### src/rtl/axi_read_pkg.sv
// Shared AXI3 read-channel encodings, AR attribute bundle and arbiter FSM states.
package axi_read_pkg;

   localparam int unsigned CNT_W = 4;

   typedef enum logic [1:0] {
      SIZE_BYTE1 = 2'd0,
      SIZE_BYTE2 = 2'd1,
      SIZE_BYTE4 = 2'd2
   } ar_size_e;

   typedef enum logic [1:0] {
      BURST_FIXED = 2'd0,
      BURST_INCR  = 2'd1,
      BURST_WRAP  = 2'd2
   } ar_burst_e;

   typedef enum logic [1:0] {
      RESP_OKAY   = 2'd0,
      RESP_EXOKAY = 2'd1,
      RESP_SLVERR = 2'd2,
      RESP_DECERR = 2'd3
   } r_resp_e;

   // Fields are plain vectors so reserved encodings pass through untouched.
   typedef struct packed {
      logic [3:0] len;
      logic [1:0] size;
      logic [1:0] burst;
      logic [1:0] lock;
      logic [3:0] cache;
      logic [2:0] prot;
   } ar_attr_t;

   typedef enum logic {
      ST_IDLE = 1'b0,
      ST_SEND = 1'b1
   } arb_state_e;

endpackage

### src/rtl/rr_arbiter2.sv
// Two-way round-robin arbiter; the pointer master wins ties and the pointer
// moves past the winner on each advance strobe.
module rr_arbiter2 (
   input  logic       clk,
   input  logic       rst_n,
   input  logic [1:0] req,
   input  logic       advance,
   output logic       grant_c,
   output logic       any_c
);
   logic ptr_q;

   assign any_c   = |req;
   assign grant_c = req[ptr_q] ? ptr_q : ~ptr_q;

   always_ff @(posedge clk) begin
      if (!rst_n) begin
         ptr_q <= 1'b0;
      end else if (advance) begin
         ptr_q <= ~grant_c;
      end
   end

endmodule

### src/rtl/axi_read_arbiter.sv
// Shares one AXI3 read slave port between two masters: round-robin AR issue
// through a registered stage, RID-MSB routing of R beats, outstanding-burst limits.
module axi_read_arbiter #(
   parameter int unsigned BUSWIDTH    = 32,
   parameter int unsigned MASTER_TAGS = 1,
   parameter int unsigned MAX_OUTST   = 4
) (
   input  logic                   ACLK,
   input  logic                   ARESETn,
   input  logic [MASTER_TAGS-1:0] m0_ARID,
   input  logic [BUSWIDTH-1:0]    m0_ARADDR,
   input  logic [3:0]             m0_ARLEN,
   input  logic [1:0]             m0_ARSIZE,
   input  logic [1:0]             m0_ARBURST,
   input  logic [1:0]             m0_ARLOCK,
   input  logic [3:0]             m0_ARCACHE,
   input  logic [2:0]             m0_ARPROT,
   input  logic                   m0_ARVALID,
   output logic                   m0_ARREADY,
   input  logic [MASTER_TAGS-1:0] m1_ARID,
   input  logic [BUSWIDTH-1:0]    m1_ARADDR,
   input  logic [3:0]             m1_ARLEN,
   input  logic [1:0]             m1_ARSIZE,
   input  logic [1:0]             m1_ARBURST,
   input  logic [1:0]             m1_ARLOCK,
   input  logic [3:0]             m1_ARCACHE,
   input  logic [2:0]             m1_ARPROT,
   input  logic                   m1_ARVALID,
   output logic                   m1_ARREADY,
   output logic [MASTER_TAGS:0]   s_ARID,
   output logic [BUSWIDTH-1:0]    s_ARADDR,
   output logic [3:0]             s_ARLEN,
   output logic [1:0]             s_ARSIZE,
   output logic [1:0]             s_ARBURST,
   output logic [1:0]             s_ARLOCK,
   output logic [3:0]             s_ARCACHE,
   output logic [2:0]             s_ARPROT,
   output logic                   s_ARVALID,
   input  logic                   s_ARREADY,
   input  logic [MASTER_TAGS:0]   s_RID,
   input  logic [BUSWIDTH-1:0]    s_RDATA,
   input  logic [1:0]             s_RRESP,
   input  logic                   s_RLAST,
   input  logic                   s_RVALID,
   output logic                   s_RREADY,
   output logic [MASTER_TAGS-1:0] m0_RID,
   output logic [BUSWIDTH-1:0]    m0_RDATA,
   output logic [1:0]             m0_RRESP,
   output logic                   m0_RLAST,
   output logic                   m0_RVALID,
   input  logic                   m0_RREADY,
   output logic [MASTER_TAGS-1:0] m1_RID,
   output logic [BUSWIDTH-1:0]    m1_RDATA,
   output logic [1:0]             m1_RRESP,
   output logic                   m1_RLAST,
   output logic                   m1_RVALID,
   input  logic                   m1_RREADY,
   output logic                   err_unexp_r
);
   import axi_read_pkg::*;

   localparam int unsigned IDW = MASTER_TAGS + 1;

   arb_state_e          state_q, state_d;
   logic                ar_fire_c, grant_c, any_elig_c;
   logic                r_sel_c, r_last_hs_c;
   logic [1:0]          elig_c, inc_c, dec_c;
   logic [CNT_W-1:0]    cnt_q [2];
   logic [CNT_W-1:0]    cnt_d [2];
   logic                err_q, err_d;
   logic                ar_valid_q;
   logic [IDW-1:0]      ar_id_q;
   logic [BUSWIDTH-1:0] ar_addr_q;
   ar_attr_t            ar_attr_q, m0_attr_c, m1_attr_c;

   assign m0_attr_c = '{len: m0_ARLEN, size: m0_ARSIZE, burst: m0_ARBURST,
                        lock: m0_ARLOCK, cache: m0_ARCACHE, prot: m0_ARPROT};
   assign m1_attr_c = '{len: m1_ARLEN, size: m1_ARSIZE, burst: m1_ARBURST,
                        lock: m1_ARLOCK, cache: m1_ARCACHE, prot: m1_ARPROT};

   assign elig_c[0] = m0_ARVALID && (cnt_q[0] < CNT_W'(MAX_OUTST));
   assign elig_c[1] = m1_ARVALID && (cnt_q[1] < CNT_W'(MAX_OUTST));

   rr_arbiter2 u_arb (
      .clk     (ACLK),
      .rst_n   (ARESETn),
      .req     (elig_c),
      .advance (ar_fire_c),
      .grant_c (grant_c),
      .any_c   (any_elig_c)
   );

   always_ff @(posedge ACLK) begin
      if (!ARESETn) state_q <= ST_IDLE;
      else          state_q <= state_d;
   end

   // Accept only in IDLE, and never while reset is held.
   always_comb begin
      state_d   = state_q;
      ar_fire_c = 1'b0;
      case (state_q)
         ST_IDLE: begin
            if (any_elig_c && ARESETn) begin
               ar_fire_c = 1'b1;
               state_d   = ST_SEND;
            end
         end
         ST_SEND: begin
            if (s_ARREADY) state_d = ST_IDLE;
         end
         default: state_d = ST_IDLE;
      endcase
   end

   assign m0_ARREADY = ar_fire_c && !grant_c;
   assign m1_ARREADY = ar_fire_c && grant_c;

   always_ff @(posedge ACLK) begin
      if (!ARESETn) begin
         ar_valid_q <= 1'b0;
         ar_id_q    <= '0;
         ar_addr_q  <= '0;
         ar_attr_q  <= '0;
      end else if (ar_fire_c) begin
         ar_valid_q <= 1'b1;
         ar_id_q    <= grant_c ? {1'b1, m1_ARID} : {1'b0, m0_ARID};
         ar_addr_q  <= grant_c ? m1_ARADDR : m0_ARADDR;
         ar_attr_q  <= grant_c ? m1_attr_c : m0_attr_c;
      end else if (s_ARREADY) begin
         ar_valid_q <= 1'b0;
      end
   end

   assign s_ARVALID = ar_valid_q;
   assign s_ARID    = ar_id_q;
   assign s_ARADDR  = ar_addr_q;
   assign s_ARLEN   = ar_attr_q.len;
   assign s_ARSIZE  = ar_attr_q.size;
   assign s_ARBURST = ar_attr_q.burst;
   assign s_ARLOCK  = ar_attr_q.lock;
   assign s_ARCACHE = ar_attr_q.cache;
   assign s_ARPROT  = ar_attr_q.prot;

   // R channel: zero-latency steering on the ID bit prepended at issue.
   assign r_sel_c     = s_RID[MASTER_TAGS];
   assign s_RREADY    = r_sel_c ? m1_RREADY : m0_RREADY;
   assign r_last_hs_c = s_RVALID && s_RREADY && s_RLAST;
   assign m0_RVALID   = s_RVALID && !r_sel_c;
   assign m1_RVALID   = s_RVALID && r_sel_c;
   assign m0_RID      = s_RID[MASTER_TAGS-1:0];
   assign m1_RID      = s_RID[MASTER_TAGS-1:0];
   assign m0_RDATA    = s_RDATA;
   assign m1_RDATA    = s_RDATA;
   assign m0_RRESP    = s_RRESP;
   assign m1_RRESP    = s_RRESP;
   assign m0_RLAST    = s_RLAST;
   assign m1_RLAST    = s_RLAST;

   assign inc_c = {ar_fire_c && grant_c, ar_fire_c && !grant_c};
   assign dec_c = {r_last_hs_c && r_sel_c, r_last_hs_c && !r_sel_c};

   // Outstanding counters; a completion against an empty counter is flagged.
   always_comb begin
      err_d = err_q;
      for (int i = 0; i < 2; i++) begin
         cnt_d[i] = cnt_q[i];
         if (inc_c[i] && !dec_c[i]) begin
            cnt_d[i] = cnt_q[i] + CNT_W'(1);
         end else if (dec_c[i] && !inc_c[i] && (cnt_q[i] != '0)) begin
            cnt_d[i] = cnt_q[i] - CNT_W'(1);
         end
         if (dec_c[i] && (cnt_q[i] == '0)) err_d = 1'b1;
      end
   end

   always_ff @(posedge ACLK) begin
      if (!ARESETn) begin
         cnt_q[0] <= '0;
         cnt_q[1] <= '0;
         err_q    <= 1'b0;
      end else begin
         cnt_q[0] <= cnt_d[0];
         cnt_q[1] <= cnt_d[1];
         err_q    <= err_d;
      end
   end

   assign err_unexp_r = err_q;

endmodule
### config.mk
export PLATFORM = sky130hd
export DESIGN_NAME = axi_read_arbiter
export DESIGN_NICKNAME = d
export VERILOG_FILES = /design/src/rtl/axi_read_pkg.sv /design/src/rtl/rr_arbiter2.sv /design/src/rtl/axi_read_arbiter.sv
export SDC_FILE = /design/constraint.sdc
export NUM_CORES = 1
export LEC_CHECK = 0
export BUFFER_PORTS_ARGS = -buffer_cell sky130_fd_sc_hd__buf_2
export CORE_AREA = 2 2 107 109
export CTS_BUF_LIST = sky130_fd_sc_hd__clkbuf_8
export DETAILED_ROUTE_END_ITERATION = 10
export DIE_AREA = 0 0 109 111
export GPL_TIMING_DRIVEN = 1
export PLACE_DENSITY_LB_ADDON = 0.08
export SYNTH_ARGS = -nofsm -noshare
export SYNTH_HDL_FRONTEND = slang
export SYNTH_SLANG_ARGS = --single-unit
### constraint.sdc
create_clock -name ACLK -period 4.9 [get_ports ACLK]
set_input_delay 0.735 -clock ACLK [delete_from_list [all_inputs] [get_ports ACLK]]
set_output_delay 0.735 -clock ACLK [all_outputs]
set_load 0.01 [all_outputs]
Yosys cells after proc, flatten, opt, wreduce, memory -nomap -nowiden
Memories as Yosys holds them, arrays and structs flattened. Index checks and enable logic that the tools add are counted.

Add/sub/neg operators: 4. Multiply operators: 0. Divide/modulo/power cells: 0. Order comparisons: 3. Equal/unequal tests: 0. Shift operators: 0. Muxes and demuxes: 23. Bitwise operators: 5. Reduce and logical (&&, ||, !) cells: 32.

Operators with widths (count): $mux W32 (1); $mux W4 (6); $logic_and A1 B1 Y1 (19); $mux W17 (1); $mux W1 (13); $add A4 B1 Y4 const B (2); $logic_not A4 Y1 (2); $lt A4 B3 Y1 const B (2); $reduce_bool A4 Y1 (2); $sub A4 B1 Y4 const B (2); $logic_not A1 Y1 (6); $reduce_bool A2 Y1 (2); $not A1 Y1 (3); $lt A1 B2 Y1 const B (1); $mux W2 (1); $or A1 B1 Y1 (2); $pmux W1 S2 (1); $reduce_or A2 Y1 (1).

Register bits after elaboration: 55. Latch bits: 0. Bits in writable memories: 8. Memory bits (read-only): 0. Input port bits: 145. Output and inout port bits: 130. Logic and storage cells: 80. Memories kept: 1.

Memory list: cnt_q (depth 2, width 4, read ports 2, clocked after Yosys merged registers in 0, write ports 2, RTL line axi_read_arbiter.sv:68) `logic [CNT_W-1:0] cnt_q [2];`.

Logic depth before layout (Yosys ltp)
Gate-level depths: netlist (run 1).

Depth in word-level cells: 13. Gate-level depth with buffers: 10. Mapped depth without buffers: 10.

Cells and area by module
From an unflattened synthesis (run 1), not the netlist that was laid out.

Cells, all modules: 390. Area, all modules: 3718.6 um^2.

Modules (own cells, without submodules): axi_read_arbiter (instances 1, cells each 383, area each 3656.0 um^2, sequential area each 1241.2 um^2); rr_arbiter2 (instances 1, cells each 7, area each 62.6 um^2, sequential area each 20.0 um^2).

Worst setup path after synthesis (run 1)
OpenSTA, ideal clock, no wires.

Kind: input to register. Start: input port m0_ARVALID. End: memory cnt_q[0][3]. Arrival time: 2.684 ns. Required time: 4.828 ns. Path slack: 2.144 ns. Stages: 10. Path buffers: 0. Cells stage by stage: or3b_2 a211o_1 inv_1 nand2_1 ha_1 a21o_1 a21oi_1 nand3_1 o21ai_0 mux2i_1.

RTL lines: from (decl) (RTL line axi_read_arbiter.sv:18) `input logic m0_ARVALID,`; to (decl) (RTL line axi_read_arbiter.sv:68).

Worst setup path in the final report (run 1)
Start: input port ARESETn. End: output port m1_ARREADY.

Word-level cells in the longest chain between the ends: 4.

RTL lines: from (decl) (RTL line axi_read_arbiter.sv:9) `input logic ARESETn,`; $logic_and A1 B1 Y1 (RTL line axi_read_arbiter.sv:104) `if (any_elig_c && ARESETn) begin`; $mux W1 (RTL line axi_read_arbiter.sv:104); $mux W1 (RTL line axi_read_arbiter.sv:102) `case (state_q)`; $logic_and A1 B1 Y1 (RTL line axi_read_arbiter.sv:117) `assign m1_ARREADY = ar_fire_c && grant_c;`; to (decl) (RTL line axi_read_arbiter.sv:29) `output logic m1_ARREADY,`.

Every way passes these cells.

==> results of run 1 <==
## per-layer routing
layer	up-vias	routed length (um)
li1	1447	-
met3	16	848
met1	1223	3623
met4	0	156
met5	-	0
met2	138	3482
## synth_stat cells
library cell  number
a21oi_1           53
inv_1              1
and4_1             1
nand4_1            1
xor2_1             3
fa_1               2
or4_1              1
o21ai_0           53
a21boi_0           1
xnor2_1            1
a211o_1            1
buf_2             11
ha_1               4
nor3_1             1
a31o_2             2
mux2i_1           52
or4b_1             1
or3b_2             1
mux2_2             1
buf_4             73
buf_6              1
o21a_1             1
or4_2              1
a21o_1             3
dfxtp_1           63
nand2_1           11
and4b_1            1
clkbuf_1          11
o211a_1            1
nand3_1            4
mux2i_4            2
a31oi_1            1
o22ai_1            1
nor2b_1            3
nor3b_1            2
bufbuf_8           1
nand2b_1           3
nor2_1             4
and2_1             3
nand4b_1           1
## registers in the layout, indices dropped and copies added, names as in the netlist, 2 cells and up
register,flops
cnt_q,8
s_ARADDR,32
s_ARBURST,2
s_ARCACHE,4
s_ARID,2
s_ARLEN,4
s_ARLOCK,2
s_ARPROT,3
s_ARSIZE,2
## layout make-up
type                    instances  area share [%]
clock buffers                  11           3.718
clock inverters                 5          0.6146
well taps                     143           4.395
repair buffers                173           21.82
multi-input cells             221           38.38
flip-flops and latches         63           30.98
inverters                       1         0.09219
## power groups by stage
stage	clock network [mW]	registers, mW	logic [mW]
finish	0.403	0.633	0.502
floorplan	0	0.671	0.362
detailed placement	0	0.644	0.511
CTS	0.426	0.634	0.513
global route	0.453	0.645	0.561
global placement	0	0.644	0.507
## cell families (layout without fill, tap and decap cells)
logic type / after synthesis / count (layout) / share of synthesized area (%)
adders and majority gates: 6 / 6 / 2.589
buffers and inverters: 98 / 190 / 19.49
and+or+nand+nor: 39 / 39 / 6.365
AOI/OAI and AO/OA: 117 / 117 / 17.73
DFF: 63 / 63 / 36.25
xor gates and xnor gates: 4 / 4 / 1.007
muxes: 55 / 55 / 16.58
## critical path, cell delays in order
cell,delay [ns]
buf_2,0.27
buf_4,0.46
and4b_1,0.44
buf_2,0.20
## per-stage QoR
step / cell area (um^2) / power, mW / hold WS, ns
after CTS: 4071 / 1.573 / 0.4539
after global placement: 3895 / 1.152 / 0.4306
after global routing: 4071 / 1.659 / 0.4795
after floorplan: 3480 / 1.034 / 0.4327
final: 4071 / 1.538 / 0.4544
after detailed placement: 3895 / 1.154 / 0.4365
## worst max-delay path by stage
| stage | start | endpoint | cells after the start |
|---|---|---|---|
| floorplan | m0_ARVALID | cnt_q[0][3] | 10 |
| global placement | ARESETn | cnt_q[0][7] | 10 |
| detailed placement | ARESETn | cnt_q[0][7] | 10 |
| CTS | ARESETn | m1_ARREADY | 4 |
| global route | ARESETn | cnt_q[0][7] | 9 |
| finish | ARESETn | m1_ARREADY | 4 |
==> run_results.csv, run 1 <==
group,metric,value,unit
clocking,cts_tree,"done",
grt,grt_overflow,0,
sta,drv_slew,0,
grt,grt_pass1_vias,2740,
die,initial_core_util,31.41,%
min_path,worstHoldEndpoint,"s_ARVALID",
final_layout,final_common_cell,"buf_2",
clocking,cts_hold_buffers,0,
die,die_y,111,um
flow_run,max_cap_violations,0,
logic_synthesis,synth_seq_cells,63,
placement,portBuffers,169,
final_layout,drive_gt1_share,41.35,%
logic_synthesis,syn_area_per_cell,9.109,um^2
grt,grt_max_degree,64,
die,dieArea,0.01210,mm^2
final_layout,mostFrequentLayoutCells,"buf_2, dfxtp_1, o21ai_0, mux2i_1, a21oi_1",
final_layout,instances_no_fill,617,
critical_path,path_class,"in -> out",
sta,hold_viol_final,0,
detailed_routing,first_pass_iters,4,
pwr,comb_power_share,32.6,%
grt,antenna_found_initial,0,
pwr,p_int,1.028,mW
pwr,pwr-share-clk,26.2,%
clocking,root_buffer,"clkbuf_8",
critical_path,ff2ff_setup_slack,2.34,ns
final_layout,fin_util,36.76,%
clocking,clkSlewWorstSetupHoldPaths,0.06,ns
placement,dp_hpwl,5969,um
final_layout,nets,620,
critical_path,end_kind,"output pin",
logic_synthesis,seq_area_frac_synth,36.25,%
pwr,vdd_drop_max,0.1759,mV
placement,routabilityCongestion,0.7316,
min_path,hold_depth,1,
die,core_region_area,0.01108,mm^2
pwr,leakage,2.104,nW
logic_synthesis,yosys_warnings,0,
critical_path,arrival,2.15,ns
pwr,p_sw,0.5096,mW
sta,tightest_slew,0.9708,ns
clocking,clk_path_buf_depth,2,
sta,setup_viol,0,
sta,min_period,2.880,ns
detailed_routing,via_per_inst,4.577,
clocking,postCtsSetupRepairBufs,0,
critical_path,path_max_fanout,50,
logic_synthesis,yosys-top-cells-area,"dfxtp_1, buf_4, mux2i_1",
die,rows,39,
grt,grt_util_met1,16.99,%
detailed_routing,detail_route.wl_per_cell,13.14,um
sta,rsz0062_at_grt,"no",
logic_synthesis,synthCells,382,
detailed_routing,drc_errors,0,
sta,fin_skew,0.008147,ns
clocking,cts_buffers,9,
final_layout,multiInputGateArea,0.001563,mm^2
logic_synthesis,synth_top_area_share,36.25,%
logic_synthesis,synth_nets,533,
final_layout,fillers,1148,
clocking,clock-sinks,63,
logic_synthesis,syn-cell-area,0.003480,mm^2
grt,grt_pass1_wl,12790,um
pwr,power_density,377.7,mW/mm^2
die,io_pins,275,
final_layout,num_antenna_cells,0,
critical_path,crit_required,4.16,ns
detailed_routing,drt_iter0_markers,94,
min_path,hold_path_startpoint,"s_ARVALID",
sta,finalSetupTns,0,ns
status,status,"complete, no violations",
sta,maxSlewHeadroom,35.14,%
placement,place_inst,601,
final_layout,regArea,0.001261,mm^2
critical_path,regToRegStartpoint,"cnt_q[0][2]",
final_layout,area_delta_synth_final,17.01,%
grt,grt_usage,13.50,%
pwr,power_frac_seq,41.2,%
sta,fin_ws,2.020,ns
clocking,cts_resized,0,
placement,dp_slack,1.635,ns
detailed_routing,wirelength,8110,um
logic_synthesis,synth_cell_types,40,
detailed_routing,vias,2824,
logic_synthesis,synth_top_area_cell,"dfxtp_1",
sta,max_freq,347.2,MHz
grt,busiest_layer,"met2",
critical_path,worst_r2r_path_depth,10,
critical_path,reg2reg_to,"cnt_q[0][3]",
sta,period_share,58.78,%
die,die_w,109,um
pwr,swShare,33.14,%
min_path,hp-class,"reg -> reg",
grt,grt_use_met3,5.350,%
detailed_routing,ant_nets,0,
clocking,clock_latency,0.33,ns
critical_path,critPathLaunchType,"input port",
clocking,htree_levels,3,
grt,use_met2,20.04,%
(Power assumes the default switching activity.)
==> run 2, diff against run 1 <==
ABC_AREA = 1   (was not set)
CORE_AREA = 2 2 106 108   (was 2 2 107 109)
DIE_AREA = 0 0 108 110   (was 0 0 109 111)
clock period = 2.5 ns   (was 4.9 ns; I/O delays follow)
==> run_results.csv, run 2 <==
group,metric,value,unit
final_layout,regArea,0.001261,mm^2
die,io_pins,275,
final_layout,drive_gt1_share,35.55,%
logic_synthesis,yosys_warnings,0,
logic_synthesis,synth.most_common_cell,"nand2_1",
clocking,root_buffer,"clkbuf_8",
die,die_y,110,um
detailed_routing,via_per_inst,4.547,
clocking,cts_buffers,9,
critical_path,crit_buf_inv,2,
grt,antenna_found_initial,0,
sta,maxSlewHeadroom,55.76,%
final_layout,fillers,1159,
logic_synthesis,synth_edf_count,0,
critical_path,path_max_fanout,51,
clocking,cts_tree,"done",
placement,dp_hpwl,6779,um
flow_run,max_cap_violations,0,
detailed_routing,vias,3169,
min_path,hp-class,"in -> reg",
placement,routabilityCongestion,0.8015,
logic_synthesis,synth_cell_types,23,
sta,hold_viol_final,0,
clocking,clock_latency,0.34,ns
clocking,htree_levels,3,
grt,grt_usage,16.07,%
final_layout,final_common_cell,"nand2_1",
critical_path,cpLargestDelayFamily,"simple AND/OR/NAND/NOR gates",
sta,period_share,90.91,%
sta,finalSetupTns,0,ns
logic_synthesis,synth_top_area_cell,"dfxtp_1",
detailed_routing,detail_route.wl_per_cell,14.06,um
grt,grt_pass1_vias,3000,
detailed_routing,drt_iter0_markers,96,
final_layout,mostFrequentLayoutCells,"nand2_1, buf_2, dfxtp_1, a31oi_1, nand3_1",
final_layout,multiInputGateArea,0.001388,mm^2
grt,grt_max_degree,57,
critical_path,end_kind,"output pin",
detailed_routing,wirelength,9801,um
pwr,vdd_drop_max,0.3083,mV
die,die_w,108,um
final_layout,area_delta_synth_final,18.76,%
final_layout,num_antenna_cells,0,
die,initial_core_util,31.30,%
status,status,"complete, no violations",
critical_path,crit_top_cell,"nand2_1",
final_layout,final_area,0.003976,mm^2
pwr,total_power,3.751,mW
logic_synthesis,seq_area_frac_synth,37.67,%
clocking,clkSlewWorstSetupHoldPaths,0.07,ns
final_layout,largest_reg_flops,32,
detailed_routing,ant_nets,0,
sta,tightest_slew,0.6637,ns
die,core_region_area,0.01070,mm^2
logic_synthesis,syn-cell-area,0.003348,mm^2
die,dieArea,0.01188,mm^2
critical_path,critical-path-max-stage-delay,0.36,ns
final_layout,nets,703,
logic_synthesis,synth_flop_cell,"dfxtp_1",
pwr,leakage,1.865,nW
placement,portBuffers,169,
logic_synthesis,syn_area_per_cell,7.247,um^2
logic_synthesis,synth_nets,613,
placement,place_area,0.003745,mm^2
sta,rsz0062_at_grt,"no",
sta,fin_skew,0.008809,ns
critical_path,critPathLaunchType,"flop",
critical_path,cp_cell_sequence,"nor2_2 > nand2_1 > nand2_1 > nand2_1 > nor2_8 > buf_6 > buf_2",
clocking,postCtsSetupRepairBufs,0,
critical_path,path_class,"reg -> out",
logic_synthesis,yosys-top-cells-area,"dfxtp_1, nand2_1, buf_4",
sta,min_period,2.273,ns
grt,grt_overflow,0,
detailed_routing,drc_errors,0,
pwr,power_density,943.4,mW/mm^2
critical_path,arrival,1.90,ns
logic_synthesis,async_reset_ff_share,0,%
grt,grt_pass1_wl,14610,um
logic_synthesis,synth_seq_cells,63,
logic_synthesis,synth_top_area_share,37.67,%
sta,max_freq,440.0,MHz
logic_synthesis,ys_top_cells_by_count,"nand2_1, buf_4, dfxtp_1",
clocking,clk_path_buf_depth,2,
critical_path,slowest_stage,"buf_6",
clocking,clock-sinks,63,
die,rows,38,
sta,drv_slew,0,
logic_synthesis,synthCells,462,
detailed_routing,first_pass_iters,4,
critical_path,crit_required,2.12,ns
sta,setup_viol,0,
[run 2: final cells by class]
type,count,share of cell area [%]
Timing Repair Buffer,174,22.40
Sequential cell,63,31.72
Inverter,10,0.9440
Clock buffer,11,3.807
Multi-Input combinational cell,294,34.90
Tap cell,140,4.405
Clock inverter,5,1.825
[run 2: per-layer routing]
metal  track usage, %  share of wire (%)
met4            10.53                3.7
met1            17.36                 39
met2            26.64                 47
met3            5.820                9.4
met5                0                  0
[run 2: power by group]
| part | internal (mW) | switching, mW |
|---|---|---|
| Sequential | 1.24 | 0.142 |
| Clock | 0.608 | 0.411 |
| Combinational | 0.526 | 0.826 |
[run 2: cells by family after synthesis]
family	after synthesis	synth area share, %
AND/OR/NAND/NOR	220	26.38
buffers and inverters	105	20.89
AO/OA/AOI/OAI	66	11.85
flip-flops	63	37.67
adder cells (fa/ha/maj)	6	2.691
XOR/XNOR	2	0.5233
[run 2: stage by stage]
step	utilization [%]	cells	hold slack (ns)	setup WS, ns
6_report	37.17	697	0.2246	0.2272
5_1_grt	37.17	697	0.2195	0.04314
4_1_cts	37.10	697	0.2016	0.03698
3_5_place_dp	35.01	681	0.4554	0.2951
3_3_place_gp	35.01	681	0.4478	0.3518
2_1_floorplan	-	462	0.4550	0.4689
[run 2: worst paths after layout]
path,from,to,slack [ns],cells after the start
worst max register to register,cnt_q[0][2],cnt_q[0][7],0.38,13
worst min-delay path,s_ARREADY,state_q,0.22,2
worst min register to register,s_ARVALID,s_ARVALID,0.46,2
worst max-delay path,cnt_q[0][2],m0_ARREADY,0.23,7
[run 2: what timing repair did]
action                                  4_1_cts  5_1_grt
endpoints found under the setup margin        0        2
hold buffers                                  0        0
resized for setup                             0        2
==> run 3, diff against run 2 <==
PLACE_DENSITY = 0.75   (was not set)
PLACE_DENSITY_LB_ADDON = not set   (was 0.08)
==> run_results.csv, run 3 (synthesized netlist as in run 2, its figures left out) <==
group,metric,value,unit
sta,min_period,2.253,ns
flow_run,max_cap_violations,0,
detailed_routing,wirelength,9318,um
sta,maxSlewHeadroom,57.01,%
critical_path,regToRegStartpoint,"cnt_q[0][2]",
critical_path,worst_r2r_path_depth,13,
final_layout,mostFrequentLayoutCells,"nand2_1, buf_2, dfxtp_1, a31oi_1, nand3_1",
critical_path,arrival,1.88,ns
critical_path,path_class,"reg -> out",
grt,grt_pass1_wl,13860,um
final_layout,area_delta_synth_final,18.72,%
detailed_routing,ant_nets,0,
placement,dp_hpwl,6660,um
clocking,clock-sinks,63,
clocking,clkSlewWorstSetupHoldPaths,0.07,ns
sta,setup_viol,0,
pwr,total_power,3.727,mW
pwr,vdd_drop_max,0.4010,mV
clocking,htree_levels,3,
status,status,"complete, no violations",
critical_path,path_max_fanout,52,
grt,grt_pass1_vias,2890,
detailed_routing,drt_iter0_markers,161,
pwr,power_density,937.6,mW/mm^2
detailed_routing,drc_errors,0,
detailed_routing,detail_route.wl_per_cell,13.37,um
sta,hold_viol_final,0,
sta,finalSetupTns,0,ns
placement,place_area,0.003745,mm^2
placement,place_inst,681,
critical_path,crit_required,2.12,ns
final_layout,nets,703,
critical_path,critPathLaunchType,"flop",
final_layout,num_antenna_cells,0,
die,rows,38,
pwr,leakage,1.857,nW
final_layout,final_area,0.003975,mm^2
placement,routabilityCongestion,0.7824,
grt,antenna_found_initial,0,
sta,rsz0062_at_grt,"no",
final_layout,instances_no_fill,697,
grt,grt_usage,15.13,%
die,initial_core_util,31.30,%
sta,period_share,90.14,%
sta,fin_skew,0.01102,ns
die,io_pins,275,
grt,grt_overflow,0,
clocking,clk_path_buf_depth,2,
sta,tightest_slew,0.6448,ns
critical_path,end_kind,"output pin",
critical_path,reg2reg_to,"cnt_q[0][7]",
clocking,cts_hold_buffers,0,
sta,drv_slew,0,
die,die_w,108,um
final_layout,largest_reg_flops,32,
die,core_region_area,0.01070,mm^2
min_path,hold_path_startpoint,"s_ARREADY",
die,dieArea,0.01188,mm^2
detailed_routing,vias,3149,
clocking,root_buffer,"clkbuf_8",
min_path,hold_depth,2,
detailed_routing,via_per_inst,4.518,
clocking,clock_latency,0.33,ns
final_layout,fin_util,37.16,%
grt,grt_max_degree,57,
detailed_routing,first_pass_iters,4,
clocking,cts_tree,"done",
sta,max_freq,443.8,MHz
placement,portBuffers,169,
die,die_y,110,um
final_layout,drive_gt1_share,35.73,%
min_path,hp-class,"in -> reg",
clocking,cts_buffers,9,
min_path,worstHoldEndpoint,"state_q",
critical_path,ff2ff_setup_slack,0.36,ns
final_layout,final_common_cell,"nand2_1",
-- run 3: cell type report --
type / instances / area (um^2)
repair buffers: 174 / 890.9
well taps: 140 / 175.2
clock buffers: 10 / 137.6
inverters: 10 / 37.54
clock inverters: 6 / 85.08
multi-input cells: 294 / 1388
flip-flops and latches: 63 / 1261
fillers: 1165 / 6723
-- run 3: timing repair --
item | 4_1_cts | 5_1_grt
resized for setup | 0 | 2
setup endpoints to repair | 0 | 2
buffers inserted | 0 | 0
-- run 3: through the flow --
| step | hold WS, ns | worst slack [ns] |
|---|---|---|
| final | 0.2597 | 0.2466 |
| after CTS | 0.2303 | 0.06074 |
| after detailed placement | 0.4583 | 0.2951 |
| after global routing | 0.2383 | 0.02762 |
| after floorplan | 0.4550 | 0.4689 |
| after global placement | 0.4527 | 0.3684 |
-- run 3: per-layer routing --
layer / up-vias / part of all wire, % / global-route usage (%)
met5: - / 0 / 0
met4: 0 / 1.3 / 5.678
met3: 23 / 9.1 / 5.820
met2: 143 / 48 / 25.83
met1: 1379 / 42 / 17.19
li1: 1604 / - / -
-- run 3: worst max path at each step --
stage / start / to / slack [ns] / cells past startpoint
final: cnt_q[0][2] / m1_ARREADY / 0.25 / 7
after global routing: cnt_q[0][2] / m1_ARREADY / 0.03 / 7
after CTS: cnt_q[0][2] / m0_ARREADY / 0.06 / 7
after detailed placement: ARESETn / cnt_q[0][7] / 0.30 / 13
after global placement: ARESETn / cnt_q[0][7] / 0.37 / 13
after floorplan: ARESETn / cnt_q[0][3] / 0.47 / 14
-- run 3: power breakdown --
| group | switching (mW) | internal, mW |
|---|---|---|
| registers | 0.143 | 1.24 |
| logic | 0.816 | 0.525 |
| clock network | 0.419 | 0.586 |
| total | 1.38 | 2.35 |
-- run 3: worst max-delay path: stages, from the launching register on --
cell and delay [ns]:
dfxtp_1 0.34, nor2_2 0.17, nand2_1 0.10, nand2_2 0.09
nand2_2 0.13, nor2_4 0.13, buf_6 0.36, buf_2 0.21
